<file path="src/rtl/gamma_peak_detect.sv">
// Peak search on the |gamma|^2 stream from the CP correlator: one result per WIN_LEN-sample window,
// reporting the in-window index, magnitude and complex gamma of the earliest maximum.
//
// state   | meaning
// --------+------------------------------------------------------------
// S_IDLE  | waiting for start
// S_WARMUP| discarding WARMUP valid samples while the upstream window fills
// S_SEARCH| back-to-back windows; one out_valid strobe per completed window
module gamma_peak_detect #(
    parameter int GAMMA_W = 14,
    parameter int WIN_LEN = 80,
    parameter int WARMUP  = 16,
    parameter int IDX_W   = 7
) (
    input  logic                      clk,
    input  logic                      rst,
    input  logic                      start,
    input  logic                      in_valid,
    input  logic signed [GAMMA_W-1:0] gamma_in_real,
    input  logic signed [GAMMA_W-1:0] gamma_in_imag,
    output logic                      busy,
    output logic                      out_valid,
    output logic [IDX_W-1:0]          peak_idx,
    output logic [2*GAMMA_W-1:0]      peak_mag,
    output logic [GAMMA_W-1:0]        peak_real,
    output logic [GAMMA_W-1:0]        peak_imag
);

    localparam int MAG_W  = 2 * GAMMA_W;
    localparam int SQ_W   = MAG_W - 1;
    localparam int WCNT_W = (WARMUP > 2) ? $clog2(WARMUP) : 1;
    localparam logic [IDX_W-1:0]  IDX_LAST  = IDX_W'(WIN_LEN - 1);
    localparam logic [WCNT_W-1:0] WARM_LAST = WCNT_W'((WARMUP > 0) ? WARMUP - 1 : 0);

    typedef enum logic [1:0] {
        S_IDLE   = 2'd0,
        S_WARMUP = 2'd1,
        S_SEARCH = 2'd2
    } state_t;

    state_t              state_q, state_d;
    logic [WCNT_W-1:0]   warm_cnt_q, warm_cnt_d;
    logic [IDX_W-1:0]    idx_q, idx_d;
    logic                busy_q, busy_d;

    logic                s1_vld_q, s1_vld_d;
    logic                s1_first_q, s1_first_d;
    logic                s1_last_q, s1_last_d;
    logic [IDX_W-1:0]    s1_idx_q, s1_idx_d;
    logic [SQ_W-1:0]     s1_re2_q, s1_re2_d;
    logic [SQ_W-1:0]     s1_im2_q, s1_im2_d;
    logic [GAMMA_W-1:0]  s1_real_q, s1_real_d;
    logic [GAMMA_W-1:0]  s1_imag_q, s1_imag_d;

    logic [MAG_W-1:0]    max_q, max_d;
    logic [IDX_W-1:0]    max_idx_q, max_idx_d;
    logic [GAMMA_W-1:0]  max_real_q, max_real_d;
    logic [GAMMA_W-1:0]  max_imag_q, max_imag_d;

    logic                out_valid_q, out_valid_d;
    logic [IDX_W-1:0]    peak_idx_q, peak_idx_d;
    logic [MAG_W-1:0]    peak_mag_q, peak_mag_d;
    logic [GAMMA_W-1:0]  peak_real_q, peak_real_d;
    logic [GAMMA_W-1:0]  peak_imag_q, peak_imag_d;

    // Squaring the magnitude keeps the product unsigned and one bit narrower;
    // |-2^(W-1)| = 2^(W-1) still fits in W unsigned bits.
    logic [GAMMA_W-1:0]  re_u, im_u, abs_re, abs_im;
    logic [SQ_W-1:0]     sq_re, sq_im;
    logic [MAG_W-1:0]    mag;
    logic                take;

    always_comb begin
        re_u   = gamma_in_real;
        im_u   = gamma_in_imag;
        abs_re = re_u[GAMMA_W-1] ? (~re_u + GAMMA_W'(1)) : re_u;
        abs_im = im_u[GAMMA_W-1] ? (~im_u + GAMMA_W'(1)) : im_u;
        sq_re  = {{(SQ_W-GAMMA_W){1'b0}}, abs_re} * {{(SQ_W-GAMMA_W){1'b0}}, abs_re};
        sq_im  = {{(SQ_W-GAMMA_W){1'b0}}, abs_im} * {{(SQ_W-GAMMA_W){1'b0}}, abs_im};
        mag    = {1'b0, s1_re2_q} + {1'b0, s1_im2_q};
        take   = s1_first_q || (mag > max_q);
    end

    always_comb begin
        state_d     = state_q;
        warm_cnt_d  = warm_cnt_q;
        idx_d       = idx_q;
        s1_vld_d    = 1'b0;
        s1_first_d  = s1_first_q;
        s1_last_d   = s1_last_q;
        s1_idx_d    = s1_idx_q;
        s1_re2_d    = s1_re2_q;
        s1_im2_d    = s1_im2_q;
        s1_real_d   = s1_real_q;
        s1_imag_d   = s1_imag_q;
        max_d       = max_q;
        max_idx_d   = max_idx_q;
        max_real_d  = max_real_q;
        max_imag_d  = max_imag_q;
        out_valid_d = 1'b0;
        peak_idx_d  = peak_idx_q;
        peak_mag_d  = peak_mag_q;
        peak_real_d = peak_real_q;
        peak_imag_d = peak_imag_q;

        if (start) begin
            // Restart drops the sample in stage 1 and any partial window.
            state_d    = (WARMUP == 0) ? S_SEARCH : S_WARMUP;
            warm_cnt_d = '0;
            idx_d      = '0;
            max_d      = '0;
        end else begin
            unique case (state_q)
                S_IDLE: ;
                S_WARMUP: begin
                    if (in_valid) begin
                        if (warm_cnt_q == WARM_LAST) begin
                            state_d = S_SEARCH;
                            idx_d   = '0;
                        end else begin
                            warm_cnt_d = warm_cnt_q + WCNT_W'(1);
                        end
                    end
                end
                S_SEARCH: begin
                    if (in_valid) begin
                        s1_vld_d   = 1'b1;
                        s1_first_d = (idx_q == '0);
                        s1_last_d  = (idx_q == IDX_LAST);
                        s1_idx_d   = idx_q;
                        s1_re2_d   = sq_re;
                        s1_im2_d   = sq_im;
                        s1_real_d  = gamma_in_real;
                        s1_imag_d  = gamma_in_imag;
                        idx_d      = (idx_q == IDX_LAST) ? '0 : idx_q + IDX_W'(1);
                    end
                end
                default: state_d = S_IDLE;
            endcase

            if (s1_vld_q) begin
                if (take) begin
                    max_d      = mag;
                    max_idx_d  = s1_idx_q;
                    max_real_d = s1_real_q;
                    max_imag_d = s1_imag_q;
                end
                if (s1_last_q) begin
                    out_valid_d = 1'b1;
                    peak_idx_d  = take ? s1_idx_q  : max_idx_q;
                    peak_mag_d  = take ? mag       : max_q;
                    peak_real_d = take ? s1_real_q : max_real_q;
                    peak_imag_d = take ? s1_imag_q : max_imag_q;
                end
            end
        end

        busy_d = (state_d != S_IDLE);
    end

    always_ff @(posedge clk) begin
        if (!rst) begin
            state_q     <= S_IDLE;
            warm_cnt_q  <= '0;
            idx_q       <= '0;
            busy_q      <= 1'b0;
            s1_vld_q    <= 1'b0;
            s1_first_q  <= 1'b0;
            s1_last_q   <= 1'b0;
            s1_idx_q    <= '0;
            s1_re2_q    <= '0;
            s1_im2_q    <= '0;
            s1_real_q   <= '0;
            s1_imag_q   <= '0;
            max_q       <= '0;
            max_idx_q   <= '0;
            max_real_q  <= '0;
            max_imag_q  <= '0;
            out_valid_q <= 1'b0;
            peak_idx_q  <= '0;
            peak_mag_q  <= '0;
            peak_real_q <= '0;
            peak_imag_q <= '0;
        end else begin
            state_q     <= state_d;
            warm_cnt_q  <= warm_cnt_d;
            idx_q       <= idx_d;
            busy_q      <= busy_d;
            s1_vld_q    <= s1_vld_d;
            s1_first_q  <= s1_first_d;
            s1_last_q   <= s1_last_d;
            s1_idx_q    <= s1_idx_d;
            s1_re2_q    <= s1_re2_d;
            s1_im2_q    <= s1_im2_d;
            s1_real_q   <= s1_real_d;
            s1_imag_q   <= s1_imag_d;
            max_q       <= max_d;
            max_idx_q   <= max_idx_d;
            max_real_q  <= max_real_d;
            max_imag_q  <= max_imag_d;
            out_valid_q <= out_valid_d;
            peak_idx_q  <= peak_idx_d;
            peak_mag_q  <= peak_mag_d;
            peak_real_q <= peak_real_d;
            peak_imag_q <= peak_imag_d;
        end
    end

    assign busy      = busy_q;
    assign out_valid = out_valid_q;
    assign peak_idx  = peak_idx_q;
    assign peak_mag  = peak_mag_q;
    assign peak_real = peak_real_q;
    assign peak_imag = peak_imag_q;

endmodule

</file>
<file path="config.mk">
export PLATFORM = sky130hd
export DESIGN_NAME = gamma_peak_detect
export DESIGN_NICKNAME = d
export VERILOG_FILES = /design/src/rtl/gamma_peak_detect.sv
export SDC_FILE = /design/constraint.sdc
export NUM_CORES = 1
export LEC_CHECK = 0
export CAP_MARGIN = 20
export CORE_ASPECT_RATIO = 0.8
export CORE_UTILIZATION = 45
export CTS_CLUSTER_SIZE = 30
export DETAILED_ROUTE_END_ITERATION = 10
export PLACE_DENSITY = 0.61
export RECOVER_POWER = 25
export SLEW_MARGIN = 15
export SYNTH_ARGS = -nofsm -noshare
export SYNTH_HDL_FRONTEND = slang
export SYNTH_SLANG_ARGS = --single-unit
</file>
<file path="constraint.sdc">
create_clock -name clk -period 10.5 [get_ports clk]
set_clock_uncertainty 0.2 [all_clocks]
set_input_delay 1.575 -clock clk [delete_from_list [all_inputs] [get_ports clk]]
set_output_delay 1.575 -clock clk [all_outputs]
set_load 0.01 [all_outputs]
</file>
# == After elaboration in Yosys (flattened, before gate mapping) ==
# Index checks and enable logic that the tools add are counted.
# totals
output_inout_bits,65
ff_bits,233
elab_cells,74
inputBits,32
# classes
muxes,17
eq_ne,7
n_lt_le_gt_ge,1
bitwise,7
n_reduce_logical,14
addsub,5
multipliers,2
# ops
op,count
two-way mux 14 bit,4
multiplier 14 x 14 -> 27 bit,2
two-way mux 7 bit,5
adder 14 x 1 -> 14 bit (second input constant),2
adder 27 x 27 -> 28 bit,1
greater-than comparator 28 bit,1
two-way mux 28 bit,1
inverter 14 bit,2
one-hot mux 7 bit (2 select lines),1
AND reduction 3 bit,3
adder 7 x 1 -> 7 bit (second input constant),1
== test 7 bit (second input constant),1
logical NOT 7 bit,1
two-way mux 2 bit,3
!= test 2 bit (second input constant),3
OR reduction 3 bit,2
inverter 1 bit,5
adder 4 x 1 -> 4 bit (second input constant),1
== test 4 bit (second input constant),1
one-hot mux 2 bit (2 select lines),1
AND reduction 4 bit,1
nonzero test 2 bit,2
OR reduction 2 bit,2
== test 2 x 1 -> 1 bit (second input constant),1
other kinds (5),6

# == Depth between registers and ports, before layout ==
# depth
word_depth,6
mapped_depth,29
ltp_nobuf,28

# == Worst setup path after synthesis ==
# Ideal clock, no wire load.
# synth_path
path_kind,input-to-reg
from,input gamma_in_real[0]
to,register s1_re2_q[26]
required_time_ps,10221
setup_slack_ps,1848
t_arrival_ps,8373
setup_ps,79
path_buffers,2
path_stages,27
path_cell_list,clkbuf_1 > inv_1 > ha_1 > nand2b_1 > xnor2_1 > clkbuf_1 > nand2_1 > fa_1 > fa_1 > inv_1 > fa_1 > inv_1 > fa_1 > inv_1 > fa_1 > inv_1 > fa_1 > inv_1 > ha_1 > and3_1 > nor3b_2 > o2111ai_2 > a211oi_2 > o211a_1 > o211a_1 > or4_1 > o211ai_1
# synth_between
elab_chain_cells,4
# synth_lines
item,line,text
"start, declared",19,"input logic signed [GAMMA_W-1:0] gamma_in_real,"
inverter 14 bit,76,abs_re = re_u[GAMMA_W-1] ? (~re_u + GAMMA_W'(1)) : re_u;
adder 14 x 1 -> 14 bit,76,
two-way mux 14 bit (*),76,
multiplier 14 x 14 -> 27 bit (*),78,"sq_re = {{(SQ_W-GAMMA_W){1'b0}}, abs_re} * {{(SQ_W-GAMMA_W){1'b0}}, abs_re};"
"end signal, assigned",193,s1_re2_q <= s1_re2_d;
"end, declared",50,"logic [SQ_W-1:0] s1_re2_q, s1_re2_d;"
# Every way passes the cells marked *; elsewhere a longest branch is shown, timed or not.
# A chain may end at the register's enable or synchronous reset.

# == Worst setup path after layout ==
# Ends and elaborated chain as after synthesis.

==> impl_metrics.tcl <==
set metrics [dict create \
    status "finished, violations left" \
    violations "max-capacitance violations, max-slew violations" \
    yosys.area_share.adder_pct 33.95 \
    startpoint_type "primary input" \
    die_h_um 199.2 \
    tightest_slew_ps 3018 \
    finalHoldViolations 0 \
    layout_commonest_cell "nand2_1" \
    slowest_delay_ps 720 \
    area_growth_pct 11.43 \
    cts_max_level 1 \
    setup_viol 0 \
    use_met3_pct 3.465 \
    finalNetCount 3190 \
    antenna_cells 0 \
    ys_warn_count 0 \
    drtPass1Iterations 5 \
    wl_per_cell_um 17.80 \
    via_per_inst 5.426 \
    r2r_end "peak_imag[9]" \
    drive_above_1_share_pct 4.629 \
    grt_first_pass_wirelength_um 96920 \
    syn_inst 2634 \
    drt_iter0_markers 1259 \
    cpMostUsedCell "fa_1" \
    r2r_slack_ps 4360 \
    fin_crit_ps 9714 \
    core_um2 47440 \
    regToRegStartpoint "s1_im2_q[12]" \
    gp_congestion 0.9129 \
    synth_ff_type "dfxtp_1" \
    cts.clk_slew.worst_paths_ps 60 \
    cts_num_sinks 229 \
    yosysUniqueCellTypes 87 \
    rows 71 \
    async_flop_share_pct 0 \
    busiest_layer "met2" \
    die_w_um 248.5 \
    synth_top_family_by_area "adder cells" \
    rsz0062_at_grt "no" \
    num_vias 18140 \
    worstSkewPairLatency_ps 540 \
    final_cells 3342 \
    cts_tree "yes" \
    holdBufCountCts 0 \
    ant_nets 0 \
    final_cell_mix "405 x nand2_1, 378 x inv_1, 229 x fa_1, 229 x dfxtp_1, 227 x ha_1" \
    fmax_ghz 0.1029 \
    die-area_um2 49490 \
    cts_buffers 26 \
    grtUsageTotal_pct 24.38 \
    fin_ws_ps 785.9 \
    drv_cap 2 \
    hold_class "flip-flop to flip-flop" \
    grt_overflow_total 0 \
    synthXorXnorAreaFrac_pct 3.879 \
    met2_usage_pct 37.98 \
    worstPathArrival_ps 9980 \
    grt_use_met1_pct 35.58 \
    path_class "primary input to flip-flop" \
    crit_end "s1_re2_q[26]" \
    dp.cells 3292 \
    ctsResizeCount 0 \
    critPathMaxFanout 12 \
    drc 0 \
    dpl.hpwl_um 46960 \
    grt_pass1_vias 17810 \
    routed_wirelength_um 59470 \
    startpoint "gamma_in_real[0]" \
    fin_crit_sh_pct 92.52 \
    cts_setup_buffers 0 \
    cts-root-buf "clkbuf_16" \
    critPathRequiredTime_ps 10760 \
    yosys.area_share.simple_pct 16.40 \
    io_pins 97 \
    slew_headroom_pct -101.2 \
    start_util_pct 46.10 \
    ys_ff_latch 229 \
    dp_slack_ps 381.1 \
    clk_path_buf_depth 3 \
    synth_compound_area_share_pct 15.44 \
    synthMuxAreaShare_pct 0.4691 \
    timing.final.max_slew_violations 103 \
    antenna_found_initial 1 \
    synth.avg_cell_area_um2 8.303 \
    port-buffer-count 96 \
    mappedNetlistArea_um2 21870 \
    synth_edf_count 0 \
    grt_max_degree 99 \
    fill_cells 4569 \
    cp-end-kind "flip-flop" \
    cp_slowest_cell "clkdlybuf4s50_1" \
    finalSetupTns_ps 0 \
    r2r_cells 17 \
    ys_seq_area_share_pct 20.96 \
]
-- registers in the layout, indices dropped and copies added, names as in the netlist, 2 cells and up --
register and cells:
max_idx_q 7, state_q 2, s1_im2_q 26, s1_re2_q 26, max_real_q 14, idx_q 7
peak_mag 28, s1_imag_q 13, peak_idx 7, warm_cnt_q 4, peak_real 14, max_q 28
s1_real_q 13, s1_idx_q 7, peak_imag 14, max_imag_q 14
-- area by class of cell --
class	instances	area, um2	share of cell area (%)
multi-input combinational	1920	15430	63.33
clock buffer	38	787.0	3.229
inverter	392	1473	6.043
sequential	229	4584	18.81
tap	620	775.7	3.183
timing repair buffer	133	1231	5.052
clock inverter	10	85.08	0.3491
-- cell usage after synthesis, types with 4 or more instances --
cell type	n	area (um2)
buf_1	7	26.28
or4_1	4	30.03
and3_1	14	87.58
nor2b_1	8	50.05
a311oi_2	8	120.1
o21a_1	18	135.1
a311oi_1	42	367.9
a21oi_1	210	1051
o21ai_0	80	400.4
o21bai_1	13	97.59
xor2_1	33	289.0
dfxtp_1	229	4584
a211oi_1	11	82.58
ha_1	227	2840
a31oi_1	10	62.56
a21boi_0	6	45.04
nand2b_1	11	68.82
nand3_1	100	500.5
and2_1	15	93.84
clkbuf_1	78	292.8
o211ai_1	10	75.07
xnor2_1	62	543.0
buf_2	21	105.1
nand4_1	22	137.6
nand2_1	405	1520
a21o_1	39	292.8
nor3_1	23	115.1
mux2i_1	8	80.08
fa_1	229	4584
or3_1	17	106.4
o31ai_1	10	75.07
inv_2	4	15.01
inv_1	379	1423
nor2_1	182	683.2
o21ai_1	4	20.02
clkinv_1	9	33.78
-- stage by stage --
stage	hold WS [ps]	area (um2)	utilization (%)
after floorplan	235.6	21940	-
after global placement	245.6	23490	49.52
after detailed placement	251.1	23490	49.52
after CTS	260.1	24360	51.36
after global routing	278.6	24370	51.37
final	257.6	24370	51.37
-- cell families after synthesis --
family / after synthesis
fa+ha+maj: 456
xor+xnor: 96
simple gates: 824
buf+inv: 503
compound gates: 514
flops: 229
other cells: 2
mux: 10
-- worst min-delay path by stage --
| stage | slack [ps] | start | endpoint | cells past startpoint |
|---|---|---|---|---|
| after floorplan | 240 | s1_im2_q[6] | s1_im2_q[6] | 2 |
| after global placement | 250 | max_q[25] | max_q[25] | 2 |
| after CTS | 260 | s1_re2_q[5] | s1_re2_q[5] | 2 |
| after global routing | 280 | s1_re2_q[14] | s1_re2_q[14] | 2 |
| final | 260 | max_q[25] | max_q[25] | 2 |
| after detailed placement | 250 | s1_re2_q[5] | s1_re2_q[5] | 2 |
-- critical path: cells and delay by family --
kind,cells,cell delay (ps)
AND/OR/NAND/NOR,3,960
adder cells (fa/ha/maj),8,3560
AO/OA/AOI/OAI,8,1670
buffers and inverters,6,1700
XOR/XNOR,1,480
-- routing by layer --
layer  vias to the layer above  wire [um]  share of wire [%]
li1                       8814          -                  -
met1                      8798      28890                 49
met2                       449      25600                 43
met3                        74       3541                6.0
met4                         0       1442                2.4
met5                         -          0                  0
Power is not shown: default switching activity piles up to over one toggle a cycle in this logic, so the estimate is an artifact.
